File: src/rtl/div_if.sv
// Handshake and operand/result bundle between the execute stage and div_unit.
interface div_if #(
    parameter int unsigned XLEN = 32
);
    logic            enable;
    logic            clear;
    logic            op_div;
    logic            op_divu;
    logic            op_rem;
    logic            op_remu;
    logic [XLEN-1:0] rdata1;
    logic [XLEN-1:0] rdata2;
    logic [XLEN-1:0] result;
    logic            ready;
    logic            busy;

    modport master (
        output enable, clear, op_div, op_divu, op_rem, op_remu, rdata1, rdata2,
        input  result, ready, busy
    );

    modport slave (
        input  enable, clear, op_div, op_divu, op_rem, op_remu, rdata1, rdata2,
        output result, ready, busy
    );
endinterface

File: src/rtl/div_unit.sv
// Iterative radix-2 restoring divider: DIV/DIVU/REM/REMU, one quotient bit per cycle.
// Divide-by-zero and signed overflow are resolved at start without iterating.
module div_unit #(
    parameter int unsigned XLEN = 32
) (
    input logic  clock,
    input logic  reset,
    div_if.slave bus
);
    localparam int unsigned CW = $clog2(XLEN);

    typedef enum logic [1:0] {IDLE, BUSY, DONE} state_t;

    state_t          state, state_nxt;
    logic [CW-1:0]   cnt, cnt_nxt;
    logic [XLEN-1:0] dvd, dvd_nxt;
    logic [XLEN-1:0] dvs, dvs_nxt;
    logic [XLEN-1:0] rem, rem_nxt;
    logic [XLEN-1:0] result_q, result_nxt;
    logic            neg_q, neg_q_nxt;
    logic            neg_r, neg_r_nxt;
    logic            is_rem, is_rem_nxt;
    logic            ready_q, ready_nxt;
    logic            busy_q, busy_nxt;

    function automatic logic [XLEN-1:0] negate(input logic [XLEN-1:0] x);
        return ~x + XLEN'(1);
    endfunction

    // Start decode and special-case detection on the live operands
    logic            op_ok_c, signed_op_c, rem_op_c, a_neg_c, b_neg_c;
    logic            div_zero_c, ovf_c;
    logic [XLEN-1:0] abs_a_c, abs_b_c;

    assign op_ok_c     = $onehot({bus.op_div, bus.op_divu, bus.op_rem, bus.op_remu});
    assign signed_op_c = bus.op_div | bus.op_rem;
    assign rem_op_c    = bus.op_rem | bus.op_remu;
    assign a_neg_c     = signed_op_c & bus.rdata1[XLEN-1];
    assign b_neg_c     = signed_op_c & bus.rdata2[XLEN-1];
    assign abs_a_c     = a_neg_c ? negate(bus.rdata1) : bus.rdata1;
    assign abs_b_c     = b_neg_c ? negate(bus.rdata2) : bus.rdata2;
    assign div_zero_c  = (bus.rdata2 == '0);
    assign ovf_c       = signed_op_c && (bus.rdata1 == {1'b1, {(XLEN-1){1'b0}}})
                         && (bus.rdata2 == '1);

    // One restoring step; the extra top bit keeps large unsigned remainders exact
    logic [XLEN:0]   rem_sh_c, diff_c;
    logic            q_bit_c;
    logic [XLEN-1:0] rem_step_c, dvd_step_c;

    assign rem_sh_c   = {rem, dvd[XLEN-1]};
    assign diff_c     = rem_sh_c - {1'b0, dvs};
    assign q_bit_c    = ~diff_c[XLEN];
    assign rem_step_c = q_bit_c ? diff_c[XLEN-1:0] : rem_sh_c[XLEN-1:0];
    assign dvd_step_c = {dvd[XLEN-2:0], q_bit_c};

    always_comb begin
        state_nxt  = state;
        cnt_nxt    = cnt;
        dvd_nxt    = dvd;
        dvs_nxt    = dvs;
        rem_nxt    = rem;
        result_nxt = result_q;
        neg_q_nxt  = neg_q;
        neg_r_nxt  = neg_r;
        is_rem_nxt = is_rem;
        ready_nxt  = 1'b0;
        busy_nxt   = 1'b0;

        case (state)
            IDLE: begin
                if (bus.enable && op_ok_c) begin
                    is_rem_nxt = rem_op_c;
                    if (div_zero_c) begin
                        result_nxt = rem_op_c ? bus.rdata1 : '1;
                        state_nxt  = DONE;
                        ready_nxt  = 1'b1;
                    end else if (ovf_c) begin
                        result_nxt = rem_op_c ? '0 : bus.rdata1;
                        state_nxt  = DONE;
                        ready_nxt  = 1'b1;
                    end else begin
                        dvd_nxt   = abs_a_c;
                        dvs_nxt   = abs_b_c;
                        rem_nxt   = '0;
                        cnt_nxt   = CW'(XLEN - 1);
                        neg_q_nxt = a_neg_c ^ b_neg_c;
                        neg_r_nxt = a_neg_c;
                        state_nxt = BUSY;
                        busy_nxt  = 1'b1;
                    end
                end
            end
            BUSY: begin
                rem_nxt  = rem_step_c;
                dvd_nxt  = dvd_step_c;
                cnt_nxt  = cnt - CW'(1);
                busy_nxt = 1'b1;
                if (cnt == '0) begin
                    state_nxt = DONE;
                    ready_nxt = 1'b1;
                    busy_nxt  = 1'b0;
                    if (is_rem) result_nxt = neg_r ? negate(rem_step_c) : rem_step_c;
                    else        result_nxt = neg_q ? negate(dvd_step_c) : dvd_step_c;
                end
            end
            DONE:    state_nxt = IDLE;
            default: state_nxt = IDLE;
        endcase

        // Flush wins over any start or completion this cycle
        if (bus.clear) begin
            state_nxt  = IDLE;
            ready_nxt  = 1'b0;
            busy_nxt   = 1'b0;
            result_nxt = result_q;
        end
    end

    always_ff @(posedge clock or negedge reset) begin
        if (!reset) begin
            state    <= IDLE;
            cnt      <= '0;
            dvd      <= '0;
            dvs      <= '0;
            rem      <= '0;
            result_q <= '0;
            neg_q    <= 1'b0;
            neg_r    <= 1'b0;
            is_rem   <= 1'b0;
            ready_q  <= 1'b0;
            busy_q   <= 1'b0;
        end else begin
            state    <= state_nxt;
            cnt      <= cnt_nxt;
            dvd      <= dvd_nxt;
            dvs      <= dvs_nxt;
            rem      <= rem_nxt;
            result_q <= result_nxt;
            neg_q    <= neg_q_nxt;
            neg_r    <= neg_r_nxt;
            is_rem   <= is_rem_nxt;
            ready_q  <= ready_nxt;
            busy_q   <= busy_nxt;
        end
    end

    assign bus.result = result_q;
    assign bus.ready  = ready_q;
    assign bus.busy   = busy_q;
endmodule

File: src/flat_wrapper.sv
// flat-port wrapper written by rule: the top's interface ports become plain ports
module div_unit_flat 
#(
    parameter int unsigned XLEN = 32
)
  (clock, reset, bus_enable, bus_clear, bus_op_div, bus_op_divu, bus_op_rem, bus_op_remu, bus_rdata1, bus_rdata2, bus_result, bus_ready, bus_busy);
  div_if #(.XLEN(XLEN)) bus_i ();
  input logic clock;
  input logic reset;
  input wire logic [$bits(bus_i.enable)-1:0] bus_enable;
  input wire logic [$bits(bus_i.clear)-1:0] bus_clear;
  input wire logic [$bits(bus_i.op_div)-1:0] bus_op_div;
  input wire logic [$bits(bus_i.op_divu)-1:0] bus_op_divu;
  input wire logic [$bits(bus_i.op_rem)-1:0] bus_op_rem;
  input wire logic [$bits(bus_i.op_remu)-1:0] bus_op_remu;
  input wire logic [$bits(bus_i.rdata1)-1:0] bus_rdata1;
  input wire logic [$bits(bus_i.rdata2)-1:0] bus_rdata2;
  output wire logic [$bits(bus_i.result)-1:0] bus_result;
  output wire logic [$bits(bus_i.ready)-1:0] bus_ready;
  output wire logic [$bits(bus_i.busy)-1:0] bus_busy;
  assign bus_i.enable = bus_enable;
  assign bus_i.clear = bus_clear;
  assign bus_i.op_div = bus_op_div;
  assign bus_i.op_divu = bus_op_divu;
  assign bus_i.op_rem = bus_op_rem;
  assign bus_i.op_remu = bus_op_remu;
  assign bus_i.rdata1 = bus_rdata1;
  assign bus_i.rdata2 = bus_rdata2;
  assign bus_result = bus_i.result;
  assign bus_ready = bus_i.ready;
  assign bus_busy = bus_i.busy;
  div_unit #(.XLEN(XLEN)) u_core (.clock(clock), .reset(reset), .bus(bus_i));
endmodule
File: config.mk
export PLATFORM = sky130hd
export DESIGN_NAME = div_unit_flat
export DESIGN_NICKNAME = d
export VERILOG_FILES = /design/src/rtl/div_if.sv /design/src/rtl/div_unit.sv /design/src/flat_wrapper.sv
export SDC_FILE = /design/constraint.sdc
export NUM_CORES = 1
export LEC_CHECK = 0
export ABC_AREA = 1
export ABC_CLOCK_PERIOD_IN_PS = 9600
export CAP_MARGIN = 40
export CORE_UTILIZATION = 40
export CTS_BUF_LIST = sky130_fd_sc_hd__clkbuf_16
export CTS_CLUSTER_DIAMETER = 200
export CTS_CLUSTER_SIZE = 12
export DETAILED_ROUTE_END_ITERATION = 8
export PLACE_DENSITY = 0.65
export SETUP_SLACK_MARGIN = 0.05
export SYNTH_ARGS = -nofsm -noshare
export SYNTH_HDL_FRONTEND = slang
export SYNTH_SLANG_ARGS = --single-unit
File: constraint.sdc
create_clock -name clock -period 9.6 [get_ports clock]
set_clock_uncertainty 0.05 [all_clocks]
set_input_delay 1.92 -clock clock [delete_from_list [all_inputs] [get_ports clock]]
set_output_delay 1.92 -clock clock [all_outputs]
set_load 0.05 [all_outputs]
# [Word level (Yosys, flattened, before mapping)]
# Cells that the tools add are included.
[totals] output_inout_bits=34 register_bits=140 in_bits=72
[classes] n_mux=43 n_addsub=9 bitwise=13 n_reduce_logical=12 n_eq_ne=11
[op_table] operator="$mux W32" count=18
[op_table] operator="$pmux W32 S2" count=3
[op_table] operator="$add A32 B1 Y32 const B" count=4
[op_table] operator="$not A32 Y32" count=4
[op_table] operator="$eq A32 B32 Y1 const B" count=2
[op_table] operator="$sub A33 B32 Y33" count=1
[op_table] operator="$logic_not A32 Y1" count=1
[op_table] operator="$mux W5" count=3
[op_table] operator="$mux W1" count=10
[op_table] operator="$mux W2" count=5
[op_table] operator="$pmux W5 S2" count=1
[op_table] operator="$reduce_and A4 Y1" count=2
[op_table] operator="$ne A3 B2 Y1 const B" count=2
[op_table] operator="$logic_not A5 Y1" count=1
[op_table] operator="$reduce_and A5 Y1" count=1
[op_table] operator="$sub A5 B1 Y5 const B" count=1
[op_table] operator="$add A1 B1 Y2" count=2
[op_table] operator="$ne A2 B1 Y1 const B" count=2
[op_table] operator="$ne A2 B2 Y1 const B" count=2
[op_table] operator="$not A1 Y1" count=4
[op_table] operator="$pmux W1 S2" count=2
[op_table] operator="$pmux W2 S2" count=1
[op_table] operator="$reduce_and A2 Y1" count=2
[op_table] operator="$add A3 B3 Y3" count=1
[op_table] operator="other kinds (9)" count=13

# [Depth between registers and ports, before layout]
[depth] word_depth=8 ltp_mapped=33 ltp_nobuf=31

# [Least setup slack after synthesis]
# OpenSTA, ideal clock, no wires.
[synth_path] path_kind="input to register" startpoint="input bus_op_remu" endpoint="register u_core.rem[8]" setup_time_ns=0.136 n_path_buf=2 slack_ns=5.246 t_arrival_ns=4.168 stages=13 t_required_ns=9.414 path_cell_list="inv_1 ha_1 ha_1 fa_1 nor2_1 and3_1 nor2_1 nor3_1 inv_1 clkbuf_1 clkbuf_1 nand2_1 o21ai_0"
[synth_between] elab_chain_cells=6
[synth_rtl] element="from (decl)" line="flat_wrapper.sv:15" rtl="input wire logic [$bits(bus_i.op_remu)-1:0] bus_op_remu;"
[synth_rtl] element="$add A1 B1 Y2 (not written as such)" line="div_unit.sv:35" rtl="assign op_ok_c = $onehot({bus.op_div, bus.op_divu, bus.op_rem, bus.op_remu});"
[synth_rtl] element="$add A3 B3 Y3 (not written as such)" line="div_unit.sv:35"
[synth_rtl] element="$eq A3 B1 Y1" line="div_unit.sv:35"
[synth_rtl] element="$logic_and A1 B1 Y1" line="div_unit.sv:72" rtl="if (bus.enable && op_ok_c) begin"
[synth_rtl] element="$ne A2 B1 Y1 (no source line)"
[synth_rtl] element="$reduce_and A4 Y1 (no source line)"
[synth_rtl] element="to (signal assigned)" line="div_unit.sv:138" rtl="rem <= rem_nxt;"
[synth_rtl] element="to (decl)" line="div_unit.sv:18" rtl="logic [XLEN-1:0] rem, rem_nxt;"
# Every way passes these cells.
# A chain may end at the register's enable or synchronous reset.

# [Worst setup path in the final report]
[layout_path] startpoint="input bus_rdata1[1]" endpoint="register u_core.dvd[31]"
[layout_between] elab_chain_cells=7
[layout_rtl] element="from (decl)" line="flat_wrapper.sv:16" rtl="input wire logic [$bits(bus_i.rdata1)-1:0] bus_rdata1;"
[layout_rtl] element="$not A32 Y32" line="div_unit.sv:27" rtl="return ~x + XLEN'(1);"
[layout_rtl] element="$add A32 B1 Y32" line="div_unit.sv:27"
[layout_rtl] element="$mux W32" line="div_unit.sv:40" rtl="assign abs_a_c = a_neg_c ? negate(bus.rdata1) : bus.rdata1;"
[layout_rtl] element="$mux W32" line="div_unit.sv:78" rtl="end else if (ovf_c) begin"
[layout_rtl] element="$mux W32" line="div_unit.sv:74" rtl="if (div_zero_c) begin"
[layout_rtl] element="$mux W32" line="div_unit.sv:72"
[layout_rtl] element="$pmux W32 S2" line="div_unit.sv:70" rtl="case (state)"
[layout_rtl] element="to (signal assigned)" line="div_unit.sv:136" rtl="dvd <= dvd_nxt;"
[layout_rtl] element="to (decl)" line="div_unit.sv:16" rtl="logic [XLEN-1:0] dvd, dvd_nxt;"
# Several ways; a longest one is shown, not always the timed one. The select of a mux whose other input is x is not followed.

==> impl_metrics.json <==
{
  "hpwl_um": 35300,
  "cts_root_buf": "clkbuf_16",
  "slew_headroom": 0.445,
  "portBuffers": 105,
  "cp_max_fo": 44,
  "tritoncts": "yes",
  "cp_slowest_cell": "inv_1",
  "cts.htree.levels": 4,
  "dieHeight_um": 183,
  "finalHoldViolCount": 0,
  "synth-edff-count": 0,
  "antenna_found_initial": 0,
  "wl_per_cell_um": 17.5,
  "clk_path_buf_depth": 2,
  "area_growth_pct": 14.9,
  "synth_area_mm2": 0.0131,
  "core_mm2": 0.0318,
  "max_cap_viol_count": 0,
  "required_ns": 9.85,
  "rows": 65,
  "seq_area_mm2": 0.00350,
  "drive_above_1_share": 0.0725,
  "grt_pass1_vias": 13100,
  "cp_data_arrival_time_ns": 5.80,
  "cts_sinks": 140,
  "worst_pin_slew_ns": 0.833,
  "clkTransAtPathRegs_ns": 0.06,
  "drc_errors": 0,
  "grt_setup_unrepaired": "no",
  "numCtsBuffers": 17,
  "grt_util_all_layers": 0.277,
  "outcome": "complete, no violations",
  "synthesis.instances": 2076,
  "syn_nets": 2193,
  "drv_slew": 0,
  "cp_top_family": "buffers and inverters",
  "critical-path-max-stage-delay_ns": 0.58,
  "async_flop_share": 1.00,
  "multi_input_area_mm2": 0.00813,
  "fillCellCount": 3339,
  "fin_crit_ns": 5.54,
  "leakage_nw": 7.31,
  "ys_seq_area_frac": 0.268,
  "ys_warn_count": 0,
  "hold-path-cell-count": 2,
  "cts_resized": 0,
  "final_nets": 2258,
  "crit_chain": "clkdlybuf4s50_1 > inv_1 > ha_1 > nand2_1 > nor3_2 > nand3_1 > inv_1 > nand3_1 > nor4_1 > nand4_1 > nand2_1 > inv_2 > nand2_1 > nor2_2 > buf_4 > inv_1 > buf_4 > o21ai_0",
  "cts_hold_buf": 0,
  "viasPerCell": 5.40,
  "irDropWorstVdd_mv": 0.233,
  "crit_path_start_kind": "input port",
  "start_util": 0.410,
  "cts_setup_buffers": 0,
  "synth_cell_types": 53,
  "ios": 106,
  "worstRegToRegCells": 31,
  "final_common_cell": "nand2_1",
  "first_iter_violations": 1343,
  "avgSynthCellArea_um2": 6.29,
  "ys_seq_elements": 140,
  "firstDrtPassIters": 6,
  "final_cell_mix": "nand2_1 (595), inv_1 (272), o21ai_0 (179)",
  "routed_wl_um": 45200,
  "swShare": 0.593,
  "pwr-share-clk": 0.096,
  "crit_buf_inv": 7,
  "fin_setup_tns_ns": 0,
  "critPathKind": "input port to register",
  "grt.overflow.total": 0,
  "p_comb_frac": 0.737,
  "crit_cells": 18,
  "final_antenna_net_count": 0,
  "dr_total_vias": 14000,
  "dieArea_mm2": 0.0334,
  "endpoint_kind": "register",
  "place_congestion": 0.985,
  "grt_max_degree": 75,
  "synth_ff_type": "dfrtp_1",
  "hold_ws_ns": 0.426,
  "min_path_type": "register to register",
  "sequentialPowerShare": 0.168,
  "intPower_mw": 2.52,
  "die_x_um": 183,
  "fmax_mhz": 180,
  "grt_pass1_wl_um": 71500,
  "period_share": 0.578,
  "p_switching_mw": 3.68,
  "p_per_area_mw_per_mm2": 413,
  "finalSetupViolations": 0,
  "antenna_cells": 0,
  "clkLatencyLatePin_ns": 0.44
}
cell families after synthesis:
group / Yosys count / synth area share
fa+ha+maj: 50 / 0.0481
xor+xnor: 67 / 0.0450
flops: 140 / 0.268
compound gates: 384 / 0.165
buf+inv: 363 / 0.110
simple gates: 1072 / 0.364
final timing paths:
path / slack [ns] / start / endpoint
max: 4.06 / bus_rdata1[1] / u_core.dvd[31]
min: 0.43 / u_core.bus.result[29] / u_core.bus.result[29]
max reg2reg: 4.35 / u_core.dvd[31] / u_core.bus.result[28]
min reg2reg: 0.43 / u_core.bus.result[29] / u_core.bus.result[29]
max in group asynchronous: 6.79 / reset / u_core.rem[28]
min in group asynchronous: 1.43 / reset / u_core.dvs[13]
routing by layer:
| layer | track usage | share of wire | wire (um) | vias up |
|---|---|---|---|---|
| met1 | 0.394 | 0.45 | 20500 | 6488 |
| met2 | 0.427 | 0.44 | 20100 | 553 |
| met4 | 0.0911 | 0.026 | 1190 | 0 |
| met5 | 0 | 0 | 0 | - |
| met3 | 0.0403 | 0.076 | 3420 | 74 |
| li1 | - | - | - | 6873 |
worst register-to-register path: cells and delay by family (launching register included):
kind | cells | cell delay, ns
AO/OA/AOI/OAI | 3 | 0.49
adder cells (fa/ha/maj) | 3 | 0.94
buffers and inverters | 4 | 0.39
flip-flops | 1 | 0.43
AND/OR/NAND/NOR | 21 | 2.89
cell type report:
cell class	count	share of cell area
tap	435	0.0363
timing repair buffer	123	0.0827
sequential	140	0.234
inverter	286	0.0716
clock buffer	17	0.0284
clock inverter	14	0.00559
multi-input combinational	1573	0.542
power groups by stage:
| stage | Combinational [mW] | Sequential, mW | Clock, mW |
|---|---|---|---|
| floorplan | 3.25 | 1.11 | 0 |
| detailed placement | 4.48 | 1.04 | 0 |
| CTS | 4.51 | 1.03 | 0.601 |
| global route | 5.05 | 1.06 | 0.628 |
| finish | 4.57 | 1.04 | 0.593 |
| global placement | 4.41 | 1.05 | 0 |
cells in the mapped netlist, drive strengths merged, types with 17 or more instances:
| master | instances | area share |
|---|---|---|
| nand2 | 636 | 0.19 |
| inv | 285 | 0.082 |
| o21ai | 207 | 0.083 |
| nor2 | 179 | 0.060 |
| nand3 | 150 | 0.060 |
| dfrtp | 140 | 0.27 |
| a21oi | 98 | 0.038 |
| clkbuf | 58 | 0.017 |
| xor2 | 50 | 0.034 |
| ha | 43 | 0.041 |
| nor3 | 39 | 0.016 |
| nand4 | 27 | 0.013 |
| o22ai | 20 | 0.0096 |
| buf | 19 | 0.011 |
| xnor2 | 17 | 0.011 |
state kept, by name, indices dropped and copies added, names as in the netlist:
name,count
u_core.neg_r,1
u_core.bus.busy,1
u_core.is_rem,1
u_core.bus.ready,1
u_core.state,2
u_core.bus.result,32
u_core.cnt,5
u_core.neg_q,1
u_core.rem,32
u_core.dvs,32
u_core.dvd,32
per-stage QoR:
stage	instance area [um2]	cells	util	worst slack, ns	power [mW]
global placement	14400	2553	0.453	3.64	5.45
CTS	15000	2588	0.472	4.05	6.14
global route	15000	2588	0.472	3.79	6.74
detailed placement	14500	2557	0.456	3.61	5.52
finish	15000	2588	0.472	4.06	6.20
floorplan	13100	2076	-	5.25	4.36
Power figures use the tool's default switching activity.
